`src/rtl/microsequencer.sv`:
```
// Microprogrammed control unit for the multicycle MIPS datapath.
// A registered micro-PC indexes a 13-word control store. Each micro-word
// supplies the datapath control fields and a next-address mode: sequential,
// dispatch-1, dispatch-2 or return-to-fetch. Outputs are Moore-style; they
// depend on the registered micro-PC, plus Zero for PCEn. During reset and
// stall cycles the write enables are suppressed.
module microsequencer #(
  parameter int unsigned OP_W  = 6,
  parameter int unsigned UPC_W = 4
) (
  input  logic             CLK,
  input  logic             NRESET,
  input  logic [OP_W-1:0]  Op,
  input  logic             Zero,
  input  logic             Stall,
  output logic             MemWrite,
  output logic             IRWrite,
  output logic             RegWrite,
  output logic             PCEn,
  output logic             IorD,
  output logic             RegDst,
  output logic             MemtoReg,
  output logic             ALUSrcA,
  output logic [1:0]       ALUSrcB,
  output logic [1:0]       ALUOp,
  output logic [1:0]       PCSrc,
  output logic             InstrDone,
  output logic             Illegal,
  output logic [UPC_W-1:0] uPC
);

  // Next-address control carried in each micro-word
  typedef enum logic [1:0] {
    NaNext  = 2'd0,
    NaDisp1 = 2'd1,
    NaDisp2 = 2'd2,
    NaFetch = 2'd3
  } next_mode_e;

  // Control-store addresses
  localparam logic [UPC_W-1:0] UA_FETCH   = UPC_W'(0);
  localparam logic [UPC_W-1:0] UA_DECODE  = UPC_W'(1);
  localparam logic [UPC_W-1:0] UA_MEMADR  = UPC_W'(2);
  localparam logic [UPC_W-1:0] UA_MEMRD   = UPC_W'(3);
  localparam logic [UPC_W-1:0] UA_MEMWB   = UPC_W'(4);
  localparam logic [UPC_W-1:0] UA_MEMWR   = UPC_W'(5);
  localparam logic [UPC_W-1:0] UA_EXECUTE = UPC_W'(6);
  localparam logic [UPC_W-1:0] UA_ALUWB   = UPC_W'(7);
  localparam logic [UPC_W-1:0] UA_BRANCH  = UPC_W'(8);
  localparam logic [UPC_W-1:0] UA_ADDIEX  = UPC_W'(9);
  localparam logic [UPC_W-1:0] UA_ADDIWB  = UPC_W'(10);
  localparam logic [UPC_W-1:0] UA_JUMP    = UPC_W'(11);
  localparam logic [UPC_W-1:0] UA_ILLEGAL = UPC_W'(12);

  // Opcodes recognised by the dispatch tables
  localparam logic [OP_W-1:0] OP_LW    = OP_W'(6'b100011);
  localparam logic [OP_W-1:0] OP_SW    = OP_W'(6'b101011);
  localparam logic [OP_W-1:0] OP_RTYPE = OP_W'(6'b000000);
  localparam logic [OP_W-1:0] OP_BEQ   = OP_W'(6'b000100);
  localparam logic [OP_W-1:0] OP_ADDI  = OP_W'(6'b001000);
  localparam logic [OP_W-1:0] OP_J     = OP_W'(6'b000010);

  logic [UPC_W-1:0] r_upc;

  // Decoded micro-word fields
  logic       w_pcwrite;
  logic       w_branch;
  logic       w_memwrite;
  logic       w_irwrite;
  logic       w_regwrite;
  logic       w_iord;
  logic       w_regdst;
  logic       w_memtoreg;
  logic       w_alusrca;
  logic [1:0] w_alusrcb;
  logic [1:0] w_aluop;
  logic [1:0] w_pcsrc;
  logic       w_illegal;
  next_mode_e w_mode;

  logic [UPC_W-1:0] w_disp1;
  logic [UPC_W-1:0] w_disp2;
  logic [UPC_W-1:0] w_upc_next;

  // Control store: micro-word lookup for the current micro-PC
  always_comb begin
    w_pcwrite  = 1'b0;
    w_branch   = 1'b0;
    w_memwrite = 1'b0;
    w_irwrite  = 1'b0;
    w_regwrite = 1'b0;
    w_iord     = 1'b0;
    w_regdst   = 1'b0;
    w_memtoreg = 1'b0;
    w_alusrca  = 1'b0;
    w_alusrcb  = 2'b00;
    w_aluop    = 2'b00;
    w_pcsrc    = 2'b00;
    w_illegal  = 1'b0;
    w_mode     = NaFetch;
    case (r_upc)
      UA_FETCH: begin
        w_irwrite = 1'b1;
        w_pcwrite = 1'b1;
        w_alusrcb = 2'b01;
        w_mode    = NaNext;
      end
      UA_DECODE: begin
        w_alusrcb = 2'b11;
        w_mode    = NaDisp1;
      end
      UA_MEMADR: begin
        w_alusrca = 1'b1;
        w_alusrcb = 2'b10;
        w_mode    = NaDisp2;
      end
      UA_MEMRD: begin
        w_iord = 1'b1;
        w_mode = NaNext;
      end
      UA_MEMWB: begin
        w_regwrite = 1'b1;
        w_memtoreg = 1'b1;
      end
      UA_MEMWR: begin
        w_iord     = 1'b1;
        w_memwrite = 1'b1;
      end
      UA_EXECUTE: begin
        w_alusrca = 1'b1;
        w_aluop   = 2'b10;
        w_mode    = NaNext;
      end
      UA_ALUWB: begin
        w_regdst   = 1'b1;
        w_regwrite = 1'b1;
      end
      UA_BRANCH: begin
        w_alusrca = 1'b1;
        w_aluop   = 2'b01;
        w_pcsrc   = 2'b01;
        w_branch  = 1'b1;
      end
      UA_ADDIEX: begin
        w_alusrca = 1'b1;
        w_alusrcb = 2'b10;
        w_mode    = NaNext;
      end
      UA_ADDIWB: begin
        w_regwrite = 1'b1;
      end
      UA_JUMP: begin
        w_pcsrc   = 2'b10;
        w_pcwrite = 1'b1;
      end
      // ILLEGAL, and the unreachable addresses 13..15 which alias to it
      default: begin
        w_illegal = 1'b1;
      end
    endcase
  end

  // Dispatch-1 table, consulted from DECODE
  always_comb begin
    case (Op)
      OP_LW, OP_SW: w_disp1 = UA_MEMADR;
      OP_RTYPE:     w_disp1 = UA_EXECUTE;
      OP_BEQ:       w_disp1 = UA_BRANCH;
      OP_ADDI:      w_disp1 = UA_ADDIEX;
      OP_J:         w_disp1 = UA_JUMP;
      default:      w_disp1 = UA_ILLEGAL;
    endcase
  end

  // Dispatch-2 table, consulted from MEMADR; non-memory ops trap defensively
  always_comb begin
    case (Op)
      OP_LW:   w_disp2 = UA_MEMRD;
      OP_SW:   w_disp2 = UA_MEMWR;
      default: w_disp2 = UA_ILLEGAL;
    endcase
  end

  // Next micro-address selection
  always_comb begin
    w_upc_next = UA_FETCH;
    case (w_mode)
      NaNext:  w_upc_next = r_upc + UPC_W'(1);
      NaDisp1: w_upc_next = w_disp1;
      NaDisp2: w_upc_next = w_disp2;
      default: w_upc_next = UA_FETCH;
    endcase
  end

  // Micro-PC register; reset wins over stall, stall freezes sequencing
  always_ff @(posedge CLK) begin
    if (NRESET) begin
      r_upc <= UA_FETCH;
    end else if (!Stall) begin
      r_upc <= w_upc_next;
    end
  end

  // Output gating: reset forces FETCH selects and kills all enables;
  // stall kills state-changing enables but leaves selects and Illegal alone
  always_comb begin
    if (NRESET) begin
      MemWrite  = 1'b0;
      IRWrite   = 1'b0;
      RegWrite  = 1'b0;
      PCEn      = 1'b0;
      InstrDone = 1'b0;
      Illegal   = 1'b0;
      IorD      = 1'b0;
      RegDst    = 1'b0;
      MemtoReg  = 1'b0;
      ALUSrcA   = 1'b0;
      ALUSrcB   = 2'b01;
      ALUOp     = 2'b00;
      PCSrc     = 2'b00;
    end else begin
      MemWrite  = w_memwrite & ~Stall;
      IRWrite   = w_irwrite & ~Stall;
      RegWrite  = w_regwrite & ~Stall;
      PCEn      = (w_pcwrite | (w_branch & Zero)) & ~Stall;
      InstrDone = (w_mode == NaFetch) & ~Stall;
      Illegal   = w_illegal;
      IorD      = w_iord;
      RegDst    = w_regdst;
      MemtoReg  = w_memtoreg;
      ALUSrcA   = w_alusrca;
      ALUSrcB   = w_alusrcb;
      ALUOp     = w_aluop;
      PCSrc     = w_pcsrc;
    end
  end

  assign uPC = r_upc;

endmodule

```
`config.mk`:
```
export PLATFORM = sky130hd
export DESIGN_NAME = microsequencer
export DESIGN_NICKNAME = d
export VERILOG_FILES = /design/src/rtl/microsequencer.sv
export SDC_FILE = /design/constraint.sdc
export NUM_CORES = 1
export LEC_CHECK = 0
export CAP_MARGIN = 10
export CELL_PAD_IN_SITES_DETAIL_PLACEMENT = 1
export CELL_PAD_IN_SITES_GLOBAL_PLACEMENT = 2
export CORE_MARGIN = 5
export CORE_UTILIZATION = 23
export CTS_BUF_LIST = sky130_fd_sc_hd__clkbuf_16
export CTS_CLUSTER_DIAMETER = 200
export DETAILED_ROUTE_END_ITERATION = 7
export PLACE_DENSITY = 0.83
export SKIP_LAST_GASP = 1
export SYNTH_ARGS = -nofsm -noshare
export SYNTH_HDL_FRONTEND = slang
export SYNTH_SLANG_ARGS = --single-unit
```
`constraint.sdc`:
```
create_clock -name CLK -period 5.65 [get_ports CLK]
set_clock_uncertainty 0.1 [all_clocks]
set_input_delay 1.4125 -clock CLK [delete_from_list [all_inputs] [get_ports CLK]]
set_output_delay 1.4125 -clock CLK [all_outputs]
set_load 0.01 [all_outputs]
```
==> results.txt <==
Global routing used approximately an eighth of the available tracks across all layers. In this run the mean area of a mapped cell was between 7 and 8 sq um. Setup slack on the worst reg-to-reg path comes out at between 3 and 4 ns. The post-route fraction of the period consumed by the critical path is between 80 and 90%. Setup repair after global routing left no endpoint under its margin. Summing the areas of all compound-gate instances in the mapped netlist gives a little over a third of the synthesized area. The smallest clock period supported by the final layout is computed as 4.77 ns. The slack of the critical path is around 0.88 ns. The final-report setup violation count came out at 0.

The number of warnings printed during yosys synthesis came out at 0. Dividing the detail-routed wire length by the instance count gives 15.8 um. The data required time at the worst endpoint came out at roughly 4.1 ns. Once detailed placement completed, the half-perimeter wirelength came to between 1500 and 2000 um. The number of cells in the finished layout apart from fillers is 152.

The max-capacitance violation count came out at 0. CTS built an H-tree with a depth of 1. The source-to-sink clock delay at the later pin of the worst-skew pair is between 0.2 and 0.25 ns.

The worst ir drop on vdd is ~330 uV. After synthesis, the largest family of logic cells by area is simple AND/OR/NAND/NOR gates. The max-slew headroom at the worst pin is 45.3%. Once placement completed, the tool counted placed cells totaling 149.

The critical path arrival is 3.26 ns. The net count of the finished layout is around 140. The proportion of layout cells with a drive suffix above 1 came out at between 10% and 20%. For this run, the detailed router's first-pass iteration total came to 4. At the pin with the least slew margin, the transition time is between 0.8 and 0.9 ns. In the layout the commonest cells are 29 x sky130_fd_sc_hd__clkdlybuf4s50_1, 10 x sky130_fd_sc_hd__nor2_1, 7 x sky130_fd_sc_hd__nand2_1, 6 x sky130_fd_sc_hd__a21oi_1, 5 x sky130_fd_sc_hd__nor3_1. The number of setup buffers added after CTS is 0. The post-synthesis instance area is about 700 sq um.

The area of placed instances is between 900 and 1000 sq um. The number of antenna diodes in the final layout is 0. The CTS clock-pin slew for the worst setup and hold paths came out at around 0.030 ns. Summed over all cells, the static leakage comes to 0.357 nW. The total overflow left after global routing is 0. The wire length of the first global-routing pass came out at 4200 um. The DRC violation total after the first TritonRoute iteration came out at 12. The worst setup path is launched from a primary input. The clock tree root buffer cell is sky130_fd_sc_hd__clkbuf_16. The worst slack at placement is 0.863 ns. The startpoint of the most critical register-to-register path is uPC[1]$_SDFFE_PP0N_. In this run, synthesis produced a sequential element count of 4. The worst setup path is of the primary input to output pin kind. The DRC violation count after routing is 0. The XOR/XNOR share of the synthesized area is under 10%. The area share of fa/ha/maj cells after synthesis is 7.18%.

The synthesized netlist net count is 108. The clock tree from TritonCTS is done. The hold-fix buffer count after cts is 0.

The via count normalized by instance count came out at between 5 and 6. In this run the most critical hold path is launched from uPC[1]$_SDFFE_PP0N_. Leaving out fill and tap cells, the most frequent cell in the layout is sky130_fd_sc_hd__clkdlybuf4s50_1. For this configuration, the core starts out at a cell density of 23.4%. The max-slew violation count is 0. Clock tree synthesis found a total of 4 sinks. The CTS buffer count is 3. The post-CTS resize count is 0. The worst slack on hold paths is ~0.5 ns. After synthesis, the share of cell area in mux cells is 0%. The final-report hold violation count is 0. The share of synthesized area in the top cell type comes to between 10% and 20%. The weighted congestion at the end of routability-driven global placement is around 0.74. The number of standard-cell rows in the floorplan is 20. The maximum number of buffers from clock root to sink is 2. The die is approximately 65 um wide. The post-layout total power is between 0.2 and 0.25 mW. The area of the die came out at 4230 sq um. After floorplanning, the core was sized to cover about 3000 sq um.

The count of different cell masters after synthesis came out at 44. Power spread over the standard cell area amounts to roughly 210 nW/um^2. The worst setup path is captured at an output pin. The path class of the tightest hold or removal check is flop to flop. The number of buffers inserted by port buffering came out at 29. The timing-limited maximum frequency came out at approximately 210 MHz. Summing all non-filler instances in the final layout gives an area of about 1100 sq um. Fill cells in the final layout number 361. The area growth from synthesis to layout is 52.8%. The vertical die dimension came out at about 65 um. The maximum fanout along the worst path is 16. The number of standard cells after synthesis came out at 94.

The run finished with clean final reports. Ranked by total cell area, the synthesized netlist is headed by sky130_fd_sc_hd__dfxtp_1 11%, sky130_fd_sc_hd__ha_1 7.2%, sky130_fd_sc_hd__nor2_1 5.4%. The share of synthesized area occupied by flip-flops and latches is between 10% and 20%. Of the total synthesized cell area, the portion taken by AND, OR, NAND and NOR gates is between 30% and 40%.

The routed design has 2400 um of wire. The routed via count is slightly above 800. The number of antenna violations at the first check in global routing came out at 0. The utilization of the core after routing is ~36%. The number of global-route vias before repair is roughly 900.

The startpoint of the worst setup timing path is NRESET. In this run the count of I/O pins placed on the die edge is 30. The maximum number of pins on one net before global-route repair came out at 24. The number of flip-flops under the largest register name is 4. After routing, the total negative slack on setup checks comes to 0 ns. The antenna violation net count after detailed routing came out at 0. Of all cell types, the one taking the most synthesized area is sky130_fd_sc_hd__dfxtp_1.
[layout make-up]
cell class	instances	area (sq um)	area share, %
timing repair buffer	29	290	27.3
multi-input combinational	79	563	52.9
clock buffer	3	75.1	7.05
tap	33	41.3	3.88
inverter	4	15.0	1.41
sequential	4	80.1	7.52
[metal layers]
layer / vias up / wire, um / GRT usage, %
met3: 0 / 20 / 2.08
met1: 397 / 1060 / 14.3
li1: 406 / - / -
met5: - / 0 / 0
met4: 0 / 0 / 1.55
met2: 7 / 1310 / 23.9
[synth_stat cells, drive strengths merged]
master    n
nand3b    1
buf       6
nor3b     1
nor4b     2
o211ai    2
a21oi     7
clkbuf    1
nand4     2
inv       4
nor2b     1
o21ba     1
or4       1
xor2      1
and4      1
and2      3
nand2     7
a211o     1
dfxtp     4
o22ai     1
nor3      6
nor4      1
a2111oi   1
o21ai     5
a22oi     2
nand3     3
and3      2
nor2     10
o31a      1
a221oi    2
o21bai    1
a211oi    3
a32o      2
o41ai     1
nand2b    2
a21boi    1
ha        4
[logic make-up after synthesis]
kind of cell             count (synthesis)
XOR/XNOR                                 1
adder cells (fa/ha/maj)                  4
AND/OR/NAND/NOR                         43
buffers and inverters                   11
AO/OA/AOI/OAI                           31
flip-flops                               4
[where the power goes]
part | total [mW] | internal (mW) | switching (mW) | leakage, nW
Clock | 0.108 | 0.0902 | 0.0180 | 0.0370
Combinational | 0.0819 | 0.0397 | 0.0423 | 0.287
Sequential | 0.0386 | 0.0308 | 0.00776 | 0.0328
[critical path: stages]
cell	delay [ns]
sky130_fd_sc_hd__clkdlybuf4s50_1	0.71
sky130_fd_sc_hd__nor2_1	0.38
sky130_fd_sc_hd__and4_1	0.23
sky130_fd_sc_hd__clkdlybuf4s50_1	0.53
[path summary, 6_finish.rpt]
kind,to,depth (start not counted)
max,MemWrite,4
min,uPC[1]$_SDFFE_PP0N_,2
max reg2reg,uPC[0]$_SDFFE_PP0N_,7
min reg2reg,uPC[1]$_SDFFE_PP0N_,2
(Power assumes the default switching activity.)
